[src/rtl/sprite_motion_ctrl_if.sv]
// Configuration bus between a host (master) and the sprite motion controller (slave).
//  cfg_we    write strobe, one cycle per write
//  cfg_sel   target register: 0 = x, 1 = y, 2 = vx, 3 = vy
//  cfg_data  write data; vx/vy take the low bits as a signed velocity
interface sprite_motion_ctrl_if #(
   parameter int unsigned CORDW = 12
);
   logic             cfg_we;
   logic [1:0]       cfg_sel;
   logic [CORDW-1:0] cfg_data;

   modport master (output cfg_we, cfg_sel, cfg_data);
   modport slave  (input  cfg_we, cfg_sel, cfg_data);
endinterface

[src/rtl/sprite_motion_ctrl.sv]
// Per-frame sprite motion/animation controller.
// On an accepted vblank strobe it steps x, then y, then the animation counter,
// one state per cycle. It also raises a one-cycle start pulse at the first
// blanking pixel of the line above the sprite, and outputs the ROM base address
// of the current animation frame.
//  clk, rst          pixel clock, asynchronous active-high reset
//  en                enables motion, animation and start pulses
//  frame             vblank strobe
//  sx, sy            current raster position
//  cfg               configuration bus (slave)
//  sprx, spry        sprite position
//  spr_start         start pulse to the sprite engine
//  frame_base        ROM base address of the current animation frame
//  busy              per-frame update in progress
module sprite_motion_ctrl #(
   parameter int unsigned CORDW      = 12,
   parameter int unsigned SPDW       = 8,
   parameter int unsigned H_RES_FULL = 2200,
   parameter int unsigned V_RES_FULL = 1125,
   parameter int unsigned H_START    = 1920,
   parameter int unsigned SPR_PIXELS = 640,
   parameter int unsigned FRAMES     = 4,
   parameter int unsigned ANIM_DIV   = 8,
   parameter int unsigned ADDRW      = 12,
   parameter int unsigned X_INIT     = 0,
   parameter int unsigned Y_INIT     = 420,
   parameter int          VX_INIT    = -6
) (
   input  logic                    clk,
   input  logic                    rst,
   input  logic                    en,
   input  logic                    frame,
   input  logic [CORDW-1:0]        sx,
   input  logic [CORDW-1:0]        sy,
   sprite_motion_ctrl_if.slave     cfg,
   output logic [CORDW-1:0]        sprx,
   output logic [CORDW-1:0]        spry,
   output logic                    spr_start,
   output logic [ADDRW-1:0]        frame_base,
   output logic                    busy
);
   localparam int unsigned CW2 = CORDW + 2;
   localparam int unsigned AW  = (FRAMES > 1) ? $clog2(FRAMES) : 1;
   localparam int unsigned DW  = (ANIM_DIV > 1) ? $clog2(ANIM_DIV) : 1;
   localparam logic signed [CW2-1:0] H_N = CW2'(H_RES_FULL);
   localparam logic signed [CW2-1:0] V_N = CW2'(V_RES_FULL);

   typedef enum logic [1:0] {IDLE, UPD_X, UPD_Y, UPD_ANIM} state_t;

   state_t                   state_q, state_d;
   logic [CORDW-1:0]         sprx_q, sprx_d, spry_q, spry_d;
   logic signed [SPDW-1:0]   vx_q, vx_d, vy_q, vy_d;
   logic [CORDW-1:0]         px_q, px_d, py_q, py_d;
   logic                     px_vld_q, px_vld_d, py_vld_q, py_vld_d;
   logic                     hold_vld_q, hold_vld_d, hold_vy_q, hold_vy_d;
   logic [CORDW-1:0]         hold_data_q, hold_data_d;
   logic [AW-1:0]            anim_q, anim_d;
   logic [DW-1:0]            div_q, div_d;
   logic [ADDRW-1:0]         frame_base_q, frame_base_d;
   logic                     spr_start_q, spr_start_d;
   logic                     busy_q, busy_d;
   logic                     wr_x, wr_y, wr_vx, wr_vy, y_defer;
   logic [CORDW-1:0]         sy_tgt;

   // Position step with a single wrap correction; requires |v| < n.
   function automatic logic [CORDW-1:0] wrap(input logic [CORDW-1:0] p,
                                             input logic signed [SPDW-1:0] v,
                                             input logic signed [CW2-1:0] n);
      logic signed [CW2-1:0] s;
      s = $signed({2'b00, p}) + CW2'(v);
      if (s[CW2-1])   s = s + n;
      else if (s >= n) s = s - n;
      return s[CORDW-1:0];
   endfunction

   assign wr_x  = cfg.cfg_we && (cfg.cfg_sel == 2'd0);
   assign wr_y  = cfg.cfg_we && (cfg.cfg_sel == 2'd1);
   assign wr_vx = cfg.cfg_we && (cfg.cfg_sel == 2'd2);
   assign wr_vy = cfg.cfg_we && (cfg.cfg_sel == 2'd3);
   // y-side writes landing in UPD_X must not reach the UPD_Y that follows.
   assign y_defer = (state_q == UPD_X) && (wr_y || wr_vy);
   assign sy_tgt  = (spry_q == '0) ? CORDW'(V_RES_FULL - 1) : spry_q - CORDW'(1);

   // Next-state, datapath and output logic.
   always_comb begin
      state_d      = state_q;
      sprx_d       = sprx_q;
      spry_d       = spry_q;
      vx_d         = vx_q;
      vy_d         = vy_q;
      px_d         = px_q;
      py_d         = py_q;
      px_vld_d     = px_vld_q;
      py_vld_d     = py_vld_q;
      hold_vld_d   = hold_vld_q;
      hold_vy_d    = hold_vy_q;
      hold_data_d  = hold_data_q;
      anim_d       = anim_q;
      div_d        = div_q;

      unique case (state_q)
         IDLE: if (frame && en) state_d = UPD_X;
         UPD_X: begin
            state_d = UPD_Y;
            if (px_vld_q) begin
               sprx_d   = px_q;
               px_vld_d = 1'b0;
            end else begin
               sprx_d = wrap(sprx_q, vx_q, H_N);
            end
         end
         UPD_Y: begin
            state_d = UPD_ANIM;
            if (py_vld_q) begin
               spry_d   = py_q;
               py_vld_d = 1'b0;
            end else begin
               spry_d = wrap(spry_q, vy_q, V_N);
            end
            // Release the write parked during UPD_X, after this update used the old values.
            if (hold_vld_q) begin
               hold_vld_d = 1'b0;
               if (hold_vy_q) begin
                  vy_d = hold_data_q[SPDW-1:0];
               end else begin
                  py_d     = hold_data_q;
                  py_vld_d = 1'b1;
               end
            end
         end
         UPD_ANIM: begin
            state_d = IDLE;
            if (div_q == DW'(ANIM_DIV - 1)) begin
               div_d  = '0;
               anim_d = (anim_q == AW'(FRAMES - 1)) ? '0 : anim_q + AW'(1);
            end else begin
               div_d = div_q + DW'(1);
            end
         end
         default: state_d = IDLE;
      endcase

      // Config writes come after the update so the newest write wins.
      if (wr_x) begin
         px_d     = cfg.cfg_data;
         px_vld_d = 1'b1;
      end
      if (wr_vx) vx_d = cfg.cfg_data[SPDW-1:0];
      if (y_defer) begin
         hold_vld_d  = 1'b1;
         hold_vy_d   = wr_vy;
         hold_data_d = cfg.cfg_data;
      end else begin
         if (wr_y) begin
            py_d     = cfg.cfg_data;
            py_vld_d = 1'b1;
         end
         if (wr_vy) vy_d = cfg.cfg_data[SPDW-1:0];
      end

      frame_base_d = ADDRW'(32'(anim_d) * SPR_PIXELS);
      busy_d       = (state_d != IDLE);
      spr_start_d  = en && (sx == CORDW'(H_START - 1)) && (sy == sy_tgt);
   end

   // State and datapath registers.
   always_ff @(posedge clk or posedge rst) begin
      if (rst) begin
         state_q      <= IDLE;
         sprx_q       <= CORDW'(X_INIT);
         spry_q       <= CORDW'(Y_INIT);
         vx_q         <= SPDW'(VX_INIT);
         vy_q         <= '0;
         px_q         <= '0;
         py_q         <= '0;
         px_vld_q     <= 1'b0;
         py_vld_q     <= 1'b0;
         hold_vld_q   <= 1'b0;
         hold_vy_q    <= 1'b0;
         hold_data_q  <= '0;
         anim_q       <= '0;
         div_q        <= '0;
         frame_base_q <= '0;
         spr_start_q  <= 1'b0;
         busy_q       <= 1'b0;
      end else begin
         state_q      <= state_d;
         sprx_q       <= sprx_d;
         spry_q       <= spry_d;
         vx_q         <= vx_d;
         vy_q         <= vy_d;
         px_q         <= px_d;
         py_q         <= py_d;
         px_vld_q     <= px_vld_d;
         py_vld_q     <= py_vld_d;
         hold_vld_q   <= hold_vld_d;
         hold_vy_q    <= hold_vy_d;
         hold_data_q  <= hold_data_d;
         anim_q       <= anim_d;
         div_q        <= div_d;
         frame_base_q <= frame_base_d;
         spr_start_q  <= spr_start_d;
         busy_q       <= busy_d;
      end
   end

   assign sprx       = sprx_q;
   assign spry       = spry_q;
   assign spr_start  = spr_start_q;
   assign frame_base = frame_base_q;
   assign busy       = busy_q;
endmodule
[src/flat_wrapper.sv]
// flat-port wrapper written by rule: the top's interface ports become plain ports
module sprite_motion_ctrl_flat 
#(
   parameter int unsigned CORDW      = 12,
   parameter int unsigned SPDW       = 8,
   parameter int unsigned H_RES_FULL = 2200,
   parameter int unsigned V_RES_FULL = 1125,
   parameter int unsigned H_START    = 1920,
   parameter int unsigned SPR_PIXELS = 640,
   parameter int unsigned FRAMES     = 4,
   parameter int unsigned ANIM_DIV   = 8,
   parameter int unsigned ADDRW      = 12,
   parameter int unsigned X_INIT     = 0,
   parameter int unsigned Y_INIT     = 420,
   parameter int          VX_INIT    = -6
)
  (clk, rst, en, frame, sx, sy, sprx, spry, spr_start, frame_base, busy, cfg_cfg_we, cfg_cfg_sel, cfg_cfg_data);
  sprite_motion_ctrl_if #(.CORDW(CORDW)) cfg_i ();
  input  logic clk;
  input  logic rst;
  input  logic en;
  input  logic frame;
  input  logic [CORDW-1:0] sx;
  input  logic [CORDW-1:0] sy;
  output logic [CORDW-1:0] sprx;
  output logic [CORDW-1:0] spry;
  output logic spr_start;
  output logic [ADDRW-1:0] frame_base;
  output logic busy;
  input wire logic [$bits(cfg_i.cfg_we)-1:0] cfg_cfg_we;
  input wire logic [$bits(cfg_i.cfg_sel)-1:0] cfg_cfg_sel;
  input wire logic [$bits(cfg_i.cfg_data)-1:0] cfg_cfg_data;
  assign cfg_i.cfg_we = cfg_cfg_we;
  assign cfg_i.cfg_sel = cfg_cfg_sel;
  assign cfg_i.cfg_data = cfg_cfg_data;
  sprite_motion_ctrl #(.CORDW(CORDW), .SPDW(SPDW), .H_RES_FULL(H_RES_FULL), .V_RES_FULL(V_RES_FULL), .H_START(H_START), .SPR_PIXELS(SPR_PIXELS), .FRAMES(FRAMES), .ANIM_DIV(ANIM_DIV), .ADDRW(ADDRW), .X_INIT(X_INIT), .Y_INIT(Y_INIT), .VX_INIT(VX_INIT)) u_core (.clk(clk), .rst(rst), .en(en), .frame(frame), .sx(sx), .sy(sy), .cfg(cfg_i), .sprx(sprx), .spry(spry), .spr_start(spr_start), .frame_base(frame_base), .busy(busy));
endmodule
[config.mk]
export PLATFORM = sky130hd
export DESIGN_NAME = sprite_motion_ctrl_flat
export DESIGN_NICKNAME = d
export VERILOG_FILES = /design/src/rtl/sprite_motion_ctrl_if.sv /design/src/rtl/sprite_motion_ctrl.sv /design/src/flat_wrapper.sv
export SDC_FILE = /design/constraint.sdc
export NUM_CORES = 1
export LEC_CHECK = 0
export BUFFER_PORTS_ARGS = -buffer_cell sky130_fd_sc_hd__buf_2
export CORE_ASPECT_RATIO = 0.75
export CORE_MARGIN = 4
export CORE_UTILIZATION = 46
export DETAILED_ROUTE_END_ITERATION = 6
export GPL_TIMING_DRIVEN = 0
export PLACE_DENSITY = 0.65
export SYNTH_ARGS = -nofsm -noshare
export SYNTH_HDL_FRONTEND = slang
export SYNTH_SLANG_ARGS = --single-unit
[constraint.sdc]
create_clock -name clk -period 4.5 [get_ports clk]
set_input_delay 0.9 -clock clk [delete_from_list [all_inputs] [get_ports clk]]
set_output_delay 0.9 -clock clk [all_outputs]
set_load 0.02 [all_outputs]
# After elaboration in Yosys (flattened, before gate mapping)
# Cells that the tools add are included.
dict set report totals {
  register_bits 94
  output_inout_bits 38
  word_cells 86
}
dict set report classes {
  addsub 9
  n_mul 1
  n_lt_le_gt_ge 2
  eq_ne 10
  mux 32
  n_reduce_logical 15
}
# operator count
set op_table {}
lappend op_table {{$mux W12} 12}
lappend op_table {{$mux W8} 5}
lappend op_table {{$add A13 B8 Y14} 2}
lappend op_table {{$add A12 B12 Y12 const B} 2}
lappend op_table {{$sub A12 B12 Y12 const B} 2}
lappend op_table {{$ge A14 B12 Y1 const B} 1}
lappend op_table {{$ge A14 B13 Y1 const B} 1}
lappend op_table {{$eq A12 B11 Y1 const B} 1}
lappend op_table {{$eq A12 B12 Y1} 1}
lappend op_table {{$logic_not A12 Y1} 1}
lappend op_table {{$sub A12 B1 Y12 const B} 1}
lappend op_table {{$eq A2 B2 Y1 const B} 5}
lappend op_table {{$mux W1} 9}
lappend op_table {{$logic_and A1 B1 Y1} 8}
lappend op_table {{$mux W2} 4}
lappend op_table {{$pmux W2 S4} 1}
lappend op_table {{$reduce_bool A2 Y1} 3}
lappend op_table {{$mul A2 B3 Y5 const B} 1}
lappend op_table {{$eq A2 B1 Y1 const B} 2}
lappend op_table {{$logic_not A2 Y1} 2}
lappend op_table {{$add A3 B1 Y3 const B} 1}
lappend op_table {{$eq A3 B3 Y1 const B} 1}
lappend op_table {{$mux W3} 1}
lappend op_table {{$add A2 B1 Y2 const B} 1}
lappend op_table {{$logic_or A1 B1 Y1} 1}

# Longest topological paths before layout
dict set report logic_depth {
  word_depth 5
  depth_mapped 14
}

# Worst setup path before layout
# OpenSTA, ideal clock, no wires.
dict set report synth_timing {
  kind {register to register}
  start {reg u_core.spry_q[0], in the netlist u_core.spry[0]}
  end {reg u_core.spry_q[6], in the netlist u_core.spry[6]}
  arrival_ns 3.265
  required_ns 4.423
  setup_slack_ns 1.157
  path_stages_with_launch 14
  period_less_slack_ns 3.343
  path_cell_list {dfrtp_1 > ha_1 > fa_1 > inv_1 > ha_1 > o221a_2 > o21ai_0 > a211oi_1 > o2111ai_1 > o2bb2ai_2 > nand2_2 > o32a_1 > xor2_1 > a21oi_1}
}
dict set report synth_via {
  elab_chain_cells 5
}
# element line_no
set synth_lines {}
lappend synth_lines {{start, declared} sprite_motion_ctrl.sv:51} ;# logic [CORDW-1:0] sprx_q, sprx_d, spry_q, spry_d;
lappend synth_lines {{start signal, assigned} sprite_motion_ctrl.sv:171} ;# spry_q <= CORDW'(Y_INIT);
lappend synth_lines {{start signal, assigned} sprite_motion_ctrl.sv:189} ;# spry_q <= spry_d;
lappend synth_lines {{$add A13 B8 Y14 (*)} sprite_motion_ctrl.sv:70} ;# s = $signed({2'b00, p}) + CW2'(v);
lappend synth_lines {{$sub A12 B12 Y12 or $ge A14 B12 Y1 (tied branches)} sprite_motion_ctrl.sv:72} ;# else if (s >= n) s = s - n;
lappend synth_lines {{$mux W12} sprite_motion_ctrl.sv:72}
lappend synth_lines {{$mux W12 (*)} sprite_motion_ctrl.sv:71} ;# if (s[CW2-1]) s = s + n;
lappend synth_lines {{$mux W12 (*)} sprite_motion_ctrl.sv:114} ;# if (py_vld_q) begin
# Mark *: on every way between the ends. The rest lies on a longest branch, timed or not.
# A chain may end at the register's enable or synchronous reset.

# Worst setup path in the final report
dict set report layout_timing {
  start {reg u_core.spry_q[0], in the netlist u_core.spry[0]}
  end {reg u_core.spry_q[8], in the netlist u_core.spry[8]}
}
# The elaborated chain is that of the path after synthesis.

==> flow_summary_export.csv <==
group,metric,value,unit
run_status,outcome,"finished clean",
placement,dp_hpwl,14500,um
die,die-height,113,um
final_layout,layout-drive-gt1-share,0.226,
detailed_routing,drtIter0Drc,444,
detailed_routing,avgRoutedWirePerCell,17.8,um
detailed_routing,drc,0,
clock_tree,root_buffer,"clkbuf_16",
timing,rsz0062_at_grt,"no",
timing,skew,7.84,ps
synthesis,synth_edf_count,0,
clock_tree,clock-sinks,89,
global_route,grt_first_pass_wirelength,29100,um
final_layout,final-instance-count-excl-fill,1012,
worst_setup_path,crit_fanout,9,
worst_hold_path,min_path_type,"primary input to async pin",
timing,finalCriticalPeriod,3970,ps
final_layout,final_nets,897,
worst_setup_path,cp.required,4780,ps
synthesis,syn_area,0.00672,mm^2
timing,slew_viol_final,0,
detailed_routing,dr_total_vias,5864,
clock_tree,post_cts_resized,0,
clock_tree,post_cts_buffers,0,
clock_tree,cts.clk_slew.worst_paths,70,ps
clock_tree,numCtsBuffers,9,
final_layout,antenna_cells,0,
final_layout,fillers,1294,
job,drv_cap,0,
synthesis,synth_seq_area_share,0.333,
die,rows,37,
timing,tightest_slew,830,ps
synthesis,postSynthAreaPerCell,9.32,um^2
timing,tns,0,ps
die,dieArea,0.0166,mm^2
synthesis,ys.flop_type,"dfrtp_1",
worst_setup_path,end_kind,"flop",
die,start_util,0.479,
synthesis,syn_inst,721,
synthesis,synth_top_area_cell,"dfrtp_1",
final_layout,area.growth.synth_to_final,14.8,%
timing,fmax,252,MHz
synthesis,synthArstFlopShare,1.00,
global_route,grt-ovfl-total,0,
final_layout,regArea,0.00224,mm^2
clock_tree,clockBufferDepth,2,
global_route,grt_usage,0.216,
global_route,grt_pass1_vias,5417,
clock_tree,cts_hold_buffers,0,
timing,setup_viol_count_final,0,
placement,gp_congestion,0.837,
final_layout,layout_commonest_cell,"dfrtp_1",
timing,period_share,0.882,
global_route,antenna_found_initial,0,
synthesis,ys_warn_count,0,
final_layout,layout_common_cells,"dfrtp_1 (79), buf_2 (75), nor2_1 (51), nand2_1 (51), o21ai_0 (49)",
timing,slew_headroom,0.442,
synthesis,synthTopCellsByArea,"dfrtp_1 (29%), ha_1 (7.5%), mux2_2 (6.0%), dfstp_2 (3.9%), mux2i_1 (3.9%)",
worst_setup_path,critPathLaunchType,"flop",
synthesis,yosysTopAreaCellShare,0.294,
detailed_routing,wl,18100,um
clock_tree,worstSkewPairLatency,340,ps
synthesis,synthDistinctLibCells,89,
die,core,0.0140,mm^2
placement,port_buffers,72,
clock_tree,htree_levels,3,
final_layout,multi_input_area,0.00418,mm^2
placement,dp_cells,996,
timing,hold_viol_final,0,
synthesis,ys_ff_latch,89,
clock_tree,cts_tree,"built",
worst_setup_path,cp.arrival,4250,ps
die,die_w,148,um
worst_setup_path,crit_type,"flop to flop",
die,io_pins,81,
detailed_routing,ant_nets,0,
global_route,grt_max_degree,72,
detailed_routing,firstDrtPassIters,5,
detailed_routing,vias_per_cell,5.79,
## worst max-delay path, cell delays in order (launching register included)
cell       delay [ps]
dfrtp_1           520
ha_1              310
fa_1              520
inv_1             130
ha_1              180
inv_1              70
a221oi_1          280
o21ai_0           210
a211oi_1          430
o2111ai_1         200
o2bb2ai_2         260
nand2_2           140
nor3b_1            70
or4_1             480
nand3_1           100
## flip-flops by register name (all words and copies together), names as in the netlist, 2 cells and up
name / flops
u_core.state_q: 2
u_core.spry: 12
u_core.py_q: 12
u_core.vx_q: 8
u_core.div_q: 3
u_core.sprx: 12
u_core.px_q: 12
u_core.vy_q: 8
u_core.hold_data_q: 12
## metrics by stage
| stage | hold slack, ps | instance area (um^2) | setup WS (ps) | utilization |
|---|---|---|---|---|
| 3_5_place_dp | 499 | 7380 | 649 | 0.526 |
| 5_1_grt | 503 | 7710 | 357 | 0.550 |
| 4_1_cts | 489 | 7710 | 621 | 0.550 |
| 2_1_floorplan | 469 | 6740 | 1160 | - |
| 3_3_place_gp | 488 | 7350 | 393 | 0.524 |
| 6_report | 491 | 7710 | 533 | 0.550 |
## cell usage after synthesis, drive strengths merged, types with 18 or more instances
cell   count
nand2     53
ha        40
dfrtp     79
mux2i     27
mux2      36
nor3      22
xnor2     30
nand3     20
a21oi     40
inv       37
o21ai     57
nor2      52
buf       18
## layout make-up
cell class,count,share of cell area
multi-input cells,570,0.542
flip-flops and latches,89,0.290
clock buffers,9,0.0292
repair buffers,73,0.0503
well taps,195,0.0316
inverters,38,0.0188
clock inverters,7,0.0138
plain buffers,31,0.0237
## worst paths after layout
check | startpoint | to | slack (ps) | cells after the start
setup / recovery | u_core.spry[0] | u_core.spry[8] | 530 | 14
hold / removal | rst | u_core.div_q[0] | 490 | 2
setup reg to reg | u_core.spry[0] | u_core.spry[8] | 530 | 14
hold reg to reg | u_core.px_q[10] | u_core.px_q[10] | 510 | 1
max in group asynchronous | rst | u_core.vx_q[6] | 3350 | 3
min in group clk | u_core.px_q[10] | u_core.px_q[10] | 510 | 1
## logic make-up after synthesis
| family | synth area share |
|---|---|
| compound gates | 0.212 |
| buf+inv | 0.0484 |
| simple gates | 0.158 |
| mux | 0.102 |
| fa+ha+maj | 0.0805 |
| xor+xnor | 0.0646 |
| flops | 0.333 |
| other cells | 0.000558 |
## per-layer routing
layer	routed length, um	track usage	vias up
li1	-	-	2800
met1	9290	0.340	2855
met2	7410	0.305	197
met3	1230	0.0476	12
met4	121	0.0366	0
met5	0	0	-
Power is left out: the tool's default activity adds up to more than one toggle a clock period on the data nets, which glitch-free logic cannot reach.
